==> src/rtl/rpsc_power_sequencer.sv <==
// RPSC power sequencer: brings N supply stages up in order behind debounced ready feedback,
// shuts them down in reverse, and latches timeout / drop-out faults.
module rpsc_power_sequencer #(
  parameter int N_STAGES     = 4,
  parameter int DEBOUNCE_CYC = 16,
  parameter int TIMEOUT_CYC  = 1000,
  parameter int SHUT_GAP     = 64
) (
  input  logic                clk,
  input  logic                rst_n,
  input  logic                on_cmd,
  input  logic                fault_clr,
  input  logic [N_STAGES-1:0] ready_n,
  input  logic                rf_req_n,
  output logic [N_STAGES-1:0] en_n,
  output logic                sb_on_n,
  output logic                rf_perm_n,
  output logic                fault,
  output logic [2:0]          fault_stage,
  output logic [2:0]          state
);

  localparam int TW = $clog2(TIMEOUT_CYC + 1);
  localparam int GW = $clog2(SHUT_GAP + 1);
  localparam int DW = $clog2(DEBOUNCE_CYC + 1);
  localparam logic [TW-1:0] T_LAST = TW'(TIMEOUT_CYC - 1);
  localparam logic [TW-1:0] T_MAX  = TW'(TIMEOUT_CYC);
  localparam logic [GW-1:0] G_LAST = GW'(SHUT_GAP - 1);
  localparam logic [GW-1:0] G_MAX  = GW'(SHUT_GAP);
  localparam logic [DW-1:0] D_LAST = DW'(DEBOUNCE_CYC - 1);
  localparam logic [2:0]    TOP    = 3'(N_STAGES - 1);

  typedef enum logic [2:0] {
    IDLE  = 3'd0,
    RAMP  = 3'd1,
    RUN   = 3'd2,
    SHUT  = 3'd3,
    FAULT = 3'd4
  } state_t;

  state_t                st;
  logic [2:0]            stg;
  logic [TW-1:0]         timer;
  logic [GW-1:0]         gap;
  logic [N_STAGES-1:0]   rdy_s1, rdy_s2, rdy;
  logic                  rf_s1, rf_s2;
  logic [DW-1:0]         db_cnt [N_STAGES];
  logic [N_STAGES-1:0]   ramp_drop, run_drop;
  logic                  cur_rdy;

  function automatic logic [N_STAGES-1:0] bit_of(input logic [2:0] s);
    return N_STAGES'(1) << s;
  endfunction

  function automatic logic [2:0] lowest(input logic [N_STAGES-1:0] v);
    logic [2:0] idx;
    idx = '0;
    for (int i = N_STAGES - 1; i >= 0; i--)
      if (v[i]) idx = 3'(i);
    return idx;
  endfunction

  always_ff @(posedge clk or negedge rst_n) begin
    if (!rst_n) begin
      rdy_s1 <= '1;
      rdy_s2 <= '1;
      rf_s1  <= 1'b1;
      rf_s2  <= 1'b1;
    end else begin
      rdy_s1 <= ready_n;
      rdy_s2 <= rdy_s1;
      rf_s1  <= rf_req_n;
      rf_s2  <= rf_s1;
    end
  end

  // rdy is the inverse of the synced level, so a sample "differs" when s2 equals rdy
  always_ff @(posedge clk or negedge rst_n) begin
    if (!rst_n) begin
      rdy <= '0;
      for (int i = 0; i < N_STAGES; i++) db_cnt[i] <= '0;
    end else begin
      for (int i = 0; i < N_STAGES; i++) begin
        if (rdy_s2[i] == rdy[i]) begin
          if (db_cnt[i] >= D_LAST) begin
            rdy[i]    <= ~rdy_s2[i];
            db_cnt[i] <= '0;
          end else begin
            db_cnt[i] <= db_cnt[i] + 1'b1;
          end
        end else begin
          db_cnt[i] <= '0;
        end
      end
    end
  end

  always_comb begin
    ramp_drop = ~rdy & (bit_of(stg) - N_STAGES'(1));
    run_drop  = ~rdy;
    cur_rdy   = |(rdy & bit_of(stg));
  end

  always_ff @(posedge clk or negedge rst_n) begin
    if (!rst_n) begin
      st          <= IDLE;
      stg         <= '0;
      timer       <= '0;
      gap         <= '0;
      en_n        <= '1;
      sb_on_n     <= 1'b1;
      rf_perm_n   <= 1'b1;
      fault       <= 1'b0;
      fault_stage <= '0;
    end else begin
      case (st)
        IDLE: begin
          en_n <= '1;
          if (on_cmd && !fault) begin
            st    <= RAMP;
            stg   <= '0;
            en_n  <= ~bit_of(3'd0);
            timer <= '0;
          end
        end
        // A drop-out always involves a stage below stg, so it wins over a same-cycle timeout
        RAMP: begin
          if (|ramp_drop) begin
            st          <= FAULT;
            fault       <= 1'b1;
            fault_stage <= lowest(ramp_drop);
            en_n        <= '1;
          end else if (!cur_rdy && timer == T_LAST) begin
            st          <= FAULT;
            fault       <= 1'b1;
            fault_stage <= stg;
            en_n        <= '1;
          end else if (!on_cmd) begin
            st   <= SHUT;
            en_n <= en_n | bit_of(stg);
            gap  <= '0;
          end else if (cur_rdy) begin
            if (stg == TOP) begin
              st      <= RUN;
              sb_on_n <= 1'b0;
            end else begin
              stg   <= stg + 3'd1;
              en_n  <= en_n & ~bit_of(stg + 3'd1);
              timer <= '0;
            end
          end else if (timer != T_MAX) begin
            timer <= timer + 1'b1;
          end
        end
        RUN: begin
          if (|run_drop) begin
            st          <= FAULT;
            fault       <= 1'b1;
            fault_stage <= lowest(run_drop);
            en_n        <= '1;
            sb_on_n     <= 1'b1;
            rf_perm_n   <= 1'b1;
          end else if (!on_cmd) begin
            st        <= SHUT;
            en_n      <= en_n | bit_of(stg);
            gap       <= '0;
            sb_on_n   <= 1'b1;
            rf_perm_n <= 1'b1;
          end else begin
            rf_perm_n <= rf_s2;
          end
        end
        // stg tracks the most recently disabled stage while walking back down
        SHUT: begin
          if (en_n[0]) begin
            st    <= IDLE;
            stg   <= '0;
            gap   <= '0;
            timer <= '0;
          end else if (gap == G_LAST) begin
            stg  <= stg - 3'd1;
            en_n <= en_n | bit_of(stg - 3'd1);
            gap  <= '0;
          end else if (gap != G_MAX) begin
            gap <= gap + 1'b1;
          end
        end
        FAULT: begin
          en_n      <= '1;
          fault     <= 1'b1;
          sb_on_n   <= 1'b1;
          rf_perm_n <= 1'b1;
          if (fault_clr && !on_cmd) begin
            st          <= IDLE;
            fault       <= 1'b0;
            fault_stage <= '0;
            stg         <= '0;
            timer       <= '0;
          end
        end
        default: st <= IDLE;
      endcase
    end
  end

  assign state = st;

endmodule

==> config.mk <==
export PLATFORM = sky130hd
export DESIGN_NAME = rpsc_power_sequencer
export DESIGN_NICKNAME = d
export VERILOG_FILES = /design/src/rtl/rpsc_power_sequencer.sv
export SDC_FILE = /design/constraint.sdc
export NUM_CORES = 1
export LEC_CHECK = 0
export ABC_AREA = 0
export CORE_MARGIN = 3
export CORE_UTILIZATION = 60
export DETAILED_ROUTE_END_ITERATION = 12
export GPL_TIMING_DRIVEN = 0
export PLACE_DENSITY = 0.8
export SLEW_MARGIN = 25
export SYNTH_ARGS = -nofsm -noshare
export SYNTH_HDL_FRONTEND = slang
export SYNTH_SLANG_ARGS = --single-unit
==> constraint.sdc <==
create_clock -name clk -period 3.2 [get_ports clk]
set_clock_uncertainty 0.15 [all_clocks]
set_input_delay 0.64 -clock clk [delete_from_list [all_inputs] [get_ports clk]]
set_output_delay 0.64 -clock clk [all_outputs]
set_load 0.02 [all_outputs]
==> metrics, run 1 <==
status=completed; initial antenna violation count=0; worst r2r src=stg[0]$_DFFE_PN0P_; # Post-CTS Setup Buffers=0; kind of end point of the critical path=flip-flop; critical path startpoint=stg[0]$_DFFE_PN0P_; Slowest-stage cell, CP=nor4_1; initial core utilization=just over 60%; gr usage total=between 20 and 25%; DPL Wire Length=~6000 um; row count=29; DRT Pass-1 Iters=6; Synth area leaders=dfrtp_1, dfstp_2, ha_1, nor2_1, nand2_1; Avg Inst Size Synth=just under 10 um2; Synth warnings=0; peak supply drop=668 uV; cts hold-fix bufs=0; Synth Instances=between 400 and 500; syn nets=around 440; root buffer cell=clkbuf_8; htree depth=3; Largest delay share family, worst path=simple AND/OR/NAND/NOR gates; area of the die=between 0.007 and 0.008 mm2; Layout fillers=~480; CTS tree=yes; Worst path max stage delay=~480 ps; distinct cell type count after synthesis=72; max-cap violations=0; Slew Viols, Final=0; CP Data Arrival Time=roughly 3100 ps; crit path cell chain=inv_1 > ha_1 > and2b_2 > inv_1 > ha_1 > xnor2_4 > o32ai_4 > nor4_1 > o21ai_2 > mux2_2; Clock transition at path regs=~70 ps; maximum clock frequency=around 330 MHz; clk_lat worst skew=between 300 and 400 ps; final layout net count=about 470; share of the synthesized area in the top cell type=roughly 32%; post-synthesis sequential area ratio=42.6%; prevailing post-synth register cell=dfrtp_1; CORE AREA=roughly 0.0064 mm2; pin count of the biggest net entering global routing=44; WL per Instance=approximately 16 um; total clock sinks=67; critical path startpoint category=flip-flop; total grt overflow=0; final cycle utilization of the critical path=94.6%; Post-synth EDFFs=0; number of port buffers=21; Lkg Pwr=between 0.0015 and 0.002 uW; Req. time, crit path=3290 ps; Die Wd=approximately 87 um; clock period minus worst slack=3030 ps; worst-margin pin slew=850 ps; DR vias=about 3.2k; Post-Syn Area=0.00398 mm2; relative slew slack=between 40% and 50%; CP Max Fanout=7; first-pass GRT wire length=between 10000 and 15000 um; CTS Buffer Depth=2; Core Util, Final=between 70 and 80%; n_diodes=0; Area after DPL=around 0.0043 mm2; final hold violation count=0; critical path buffer and inverter count=2; ANT nets after route=0; Yosys top cell by area=dfrtp_1; worst setup path class=flip-flop to flip-flop; Min-Delay Path Class=input pin to asynchronous set/reset pin; Final GP Congestion=0.928; Final Instance Area=between 0.004 and 0.005 mm2; area grow syn2layout=13.2%; vias in the first global route=~3.1k; IO Count=22; drt via density=6.16; most frequent cells in the layout=nor2_1, dfrtp_1, nand2_1; share of cells above drive strength 1=between 10% and 20%; Yosys reg bits=between 60 and 70; die height=slightly below 90 um; drt drc=0; Starting DRT DRC Count=roughly 330; total wire length=roughly 8500 um; total CTS buffers=9; Post-synth ARST share=between 90% and 100%; cell area power density=872 mW/mm2; commonest non-fill, non-tap cell in the layout=nor2_1; Final Setup Violations=0
==> sequential cells by signal, indices dropped and copies added, names as in the netlist <==
| name | flops |
|---|---|
| db_cnt | 20 |
| timer | 10 |
| gap | 7 |
| en_n | 4 |
| rdy | 4 |
| rdy_s1 | 4 |
| rdy_s2 | 4 |
| fault_stage | 3 |
| state | 3 |
| stg | 3 |
| fault | 1 |
| rf_perm_n | 1 |
| rf_s1 | 1 |
| rf_s2 | 1 |
| sb_on_n | 1 |
==> layout make-up <==
type	instances	area, um2	area share (%)
multi-input cells	304	2080	46.1
flip-flops and latches	67	1700	37.7
repair buffers	22	228	5.06
clock buffers	12	145	3.22
plain buffers	15	128	2.83
well taps	77	96.3	2.14
inverters	22	82.6	1.83
clock inverters	4	50.0	1.11
==> Yosys cell counts, types with 3 or more instances <==
| master | instances |
|---|---|
| nor2_1 | 52 |
| buf_6 | 4 |
| nor2b_1 | 4 |
| and3_1 | 11 |
| nand2_1 | 32 |
| o211ai_1 | 4 |
| clkbuf_8 | 4 |
| ha_1 | 21 |
| a31oi_1 | 10 |
| nor2_2 | 6 |
| a22o_1 | 4 |
| a21oi_1 | 20 |
| xnor2_1 | 9 |
| nand2b_1 | 3 |
| clkbuf_1 | 6 |
| nand3_1 | 9 |
| inv_1 | 22 |
| nand4_1 | 6 |
| a211oi_1 | 3 |
| dfstp_2 | 16 |
| o22a_1 | 7 |
| mux2i_1 | 6 |
| o21ai_0 | 17 |
| dfrtp_1 | 51 |
| nand4b_1 | 4 |
| nor3_1 | 7 |
| nor4_1 | 5 |
| and3b_1 | 3 |
==> path summary, 6_finish.rpt <==
kind                                  endpoint  slack, ps  depth (start not counted)
max                         stg[0]$_DFFE_PN0P_        170                         10
min                         gap[5]$_DFFE_PN0P_         30                          1
max reg2reg                 stg[0]$_DFFE_PN0P_        170                         10
min reg2reg                rdy_s2[0]$_DFF_PN1_        210                          0
max in group asynchronous  rdy_s2[0]$_DFF_PN1_       2270                          2
min in group clk           rdy_s2[0]$_DFF_PN1_        210                          0
==> cell families (layout without fill, tap and decap cells) <==
logic type	count (synthesis)	count (layout)	synth area share (%)
flops	67	67	42.6
compound gates	99	99	18.1
buf+inv	37	75	5.28
xor+xnor	11	11	2.89
fa+ha+maj	21	21	6.60
simple gates	163	163	21.9
mux	10	10	2.64
==> through the flow <==
stage	worst slack, ps	power [uW]	instances	hold WS (ps)	TNS, ps
after floorplan	544	2650	408	194	0
after global placement	-817	3100	506	195	-42630
after detailed placement	196	3150	507	197	0
after CTS	183	3880	523	41.2	0
after global routing	-19.7	4210	523	43.4	-32.9
final	173	3930	523	32.7	0
==> where the power goes <==
part	switching [uW]	internal (uW)
logic	1240	849
registers	130	999
clock network	329	380
total	1700	2230
==> worst register-to-register path, delay by kind of cell, from the launching register on <==
| family | cells | cell delay, ps |
|---|---|---|
| AOI/OAI and AO/OA | 2 | 350 |
| xor gates and xnor gates | 1 | 240 |
| adders and majority gates | 2 | 490 |
| buffers and inverters | 2 | 200 |
| DFF | 1 | 470 |
| muxes | 1 | 290 |
| and+or+nand+nor | 2 | 720 |
==> routing by layer <==
metal	global-route usage [%]	up-vias	wire length [um]
met5	0	-	0
met4	12.8	0	216
met3	4.54	22	507
met2	37.5	134	3860
met1	33.2	1520	3890
li1	-	1544	-
==> what timing repair did <==
action	4_1_cts	5_1_grt
endpoints found under the setup margin	0	1
gates resized for setup	0	1
endpoints found under the hold margin	0	0
(Power assumes the default switching activity.)
==> run 2: changes to the inputs <==
--- a/config.mk
+++ b/config.mk
@@ -6,6 +6,7 @@
 export NUM_CORES = 1
 export LEC_CHECK = 0
 export ABC_AREA = 0
+export CAP_MARGIN = 0
 export CORE_MARGIN = 3
 export CORE_UTILIZATION = 60
 export DETAILED_ROUTE_END_ITERATION = 12
==> results of run 2 <==
Same layout as run 1: the final DEF is identical, and so are final timing and power.
==> run 3: changes to the inputs <==
--- a/config.mk
+++ b/config.mk
@@ -8,10 +8,10 @@
 export ABC_AREA = 0
 export CAP_MARGIN = 0
 export CORE_MARGIN = 3
-export CORE_UTILIZATION = 60
+export CORE_UTILIZATION = 65
 export DETAILED_ROUTE_END_ITERATION = 12
 export GPL_TIMING_DRIVEN = 0
-export PLACE_DENSITY = 0.8
+export PLACE_DENSITY = 0.86
 export SLEW_MARGIN = 25
 export SYNTH_ARGS = -nofsm -noshare
 export SYNTH_HDL_FRONTEND = slang
==> constraint.sdc (replaced) <==
create_clock -name clk -period 3.6 [get_ports clk]
set_clock_uncertainty 0.15 [all_clocks]
set_input_delay 0.72 -clock clk [delete_from_list [all_inputs] [get_ports clk]]
set_output_delay 0.72 -clock clk [all_outputs]
set_load 0.02 [all_outputs]
==> run 3 against run 2 <==
  * Clock power shrank 5.8%
  * Non-clock buffer count is the same
  * Sequential power shrank 11%
  * Critical path depth shrank 1
  * First-iteration DRC count shrank 18%
  * Die area shrank 7.2%
  * Fmax shrank 1.8%
  * Worst setup slack gained 340 ps
  * Total power shrank 9.5%
  * Hold slack gained 83 ps
  * Critical path type unchanged
  * Critical endpoint unchanged
  * Largest cell class unchanged
==> metrics, run 3 (synthesis results as in run 1) <==
status=completed; IO Count=22 (unchanged); Starting DRT DRC Count=266 (-18%); initial core utilization=69.7% (+7.4 points); critical path buffer and inverter count=2 (unchanged); Resize count post-CTS=0 (unchanged); kind of end point of the critical path=flip-flop; clk_lat worst skew=340 ps (about the same); Final GP Congestion=0.953 (+2.7%); commonest non-fill, non-tap cell in the layout=nor2_1; row count=27 (-6.9%); CP Max Fanout=6 (-1); DR vias=3297 (+2.4%); r2r setup slk=520 ps (+340 ps); relative slew slack=42.0% (-0.94 points); total CTS buffers=9 (unchanged); # Post-CTS Setup Buffers=0 (unchanged); CTS tree=yes; final layout net count=471 (unchanged); vias in the first global route=3192 (+1.4%); worst setup path class=flip-flop to flip-flop; dpl ws=528 ps (+332 ps); crit path cell chain=inv_1 > ha_1 > and2b_2 > inv_1 > ha_1 > o22ai_1 > nor4_1 > o21ai_2 > mux2_2; area grow syn2layout=13.4%; Lkg Pwr=0.00199 uW (+0.54%); n_diodes=0 (unchanged); cell area power density=787 mW/mm2 (-9.7%); Largest delay share family, worst path=compound AO/OA/AOI/OAI gates; worst r2r src=stg[1]$_DFFE_PN0P_; cts hold-fix bufs=0 (unchanged); Min-Delay Path Class=input pin to asynchronous set/reset pin; max-cap violations=0 (unchanged); Layout fillers=377 (-22%); gr usage total=26.5% (+1.9 points); DRT Pass-1 Iters=5 (-1); root buffer cell=clkbuf_8; largest reg by FF count=db_cnt; htree depth=3 (unchanged); drt drc=0 (unchanged); share of cells above drive strength 1=16.4% (-0.22 points); number of port buffers=21 (unchanged); peak supply drop=523 uV (-22%); Register-to-Register Path Depth=9 (-1); RSZ-0062 raised after global routing=false; total grt overflow=0 (unchanged); pin count of the biggest net entering global routing=47 (+6.8%); Final Setup Violations=0 (unchanged); total clock sinks=67 (unchanged); Worst path max stage delay=540 ps (+60 ps); Slowest-stage cell, CP=o22ai_1; Slew Viols, Final=0 (unchanged); CP Data Arrival Time=3160 ps (+40 ps); WL per Instance=17.2 um (+6.1%); initial antenna violation count=0 (unchanged); r2r endpoint=stg[0]$_DFFE_PN0P_; CTS Buffer Depth=2 (unchanged); Die Wd=84.2 um (-3.7%); first-pass GRT wire length=15200 um (+3.9%); maximum clock frequency=324 MHz (-1.8%); drt via density=6.36 (+3.4%); worst-margin pin slew=864 ps (+14.0 ps); ANT nets after route=0 (unchanged); Clock transition at path regs=70 ps (about the same); Final WS setup=518 ps (+345 ps); critical path startpoint category=flip-flop; area of the die=0.00710 mm2 (-7.2%); final cycle utilization of the critical path=85.6% (-9.0 points); clock period minus worst slack=3080 ps (+55.0 ps); CORE AREA=0.00571 mm2 (-11%); die height=84.2 um (-3.7%); final hold violation count=0 (unchanged); top flop regs=db_cnt (20), timer (10), gap (7); Design Power=3550 uW (-9.5%); Req. time, crit path=3680 ps (+390 ps); max reg flops=20 (unchanged); most frequent cells in the layout=nor2_1, dfrtp_1, nand2_1; critical path startpoint=stg[1]$_DFFE_PN0P_; DPL Wire Length=6400 um (+6.5%); total wire length=8910 um (+5.1%)
[run 3: per-stage QoR]
step                      setup TNS (ps)  hold WS, ps  util (%)  std cells  instance area, um2
after global routing                   0          127      79.0        518                4510
after CTS                              0          113      79.0        518                4510
final                                  0          115      79.0        518                4510
after detailed placement               0          198      75.4        502                4300
after global placement            -22690          196      75.0        501                4280
after floorplan                        0          195         -        408                3980
[run 3: final cells by class]
type	instances	area, um2	share of cell area, %
plain buffers	15	128	2.83
clock buffers	11	131	2.91
clock inverters	5	77.6	1.72
well taps	72	90.1	2.00
inverters	22	82.6	1.83
repair buffers	22	235	5.21
flip-flops and latches	67	1700	37.6
multi-input cells	304	2070	45.9
[run 3: layer usage]
layer,GRT usage [%],vias up,part of all wire (%)
li1,-,1542,-
met1,36.2,1578,43
met2,41.0,154,47
met3,5.59,23,7.1
met4,11.0,0,2.3
met5,0,-,0
[run 3: power breakdown]
group	total [uW]	leakage [uW]	switching, uW	internal (uW)
Combinational	1870	0.00103	1130	748
Clock	668	0.000103	280	388
Sequential	1010	0.000854	122	889
Total	3550	0.00199	1530	2030
[run 3: worst max-delay path by stage]
stage | to | slack (ps) | depth (start not counted)
5_1_grt | fault_stage[1]$_DFFE_PN0P_ | 400 | 9
3_3_place_gp | db_cnt[15]$_DFF_PN0_ | -450 | 1
4_1_cts | stg[0]$_DFFE_PN0P_ | 550 | 9
3_5_place_dp | timer[8]$_DFFE_PN0P_ | 530 | 7
2_1_floorplan | timer[3]$_DFFE_PN0P_ | 940 | 11
6_report | stg[0]$_DFFE_PN0P_ | 520 | 9
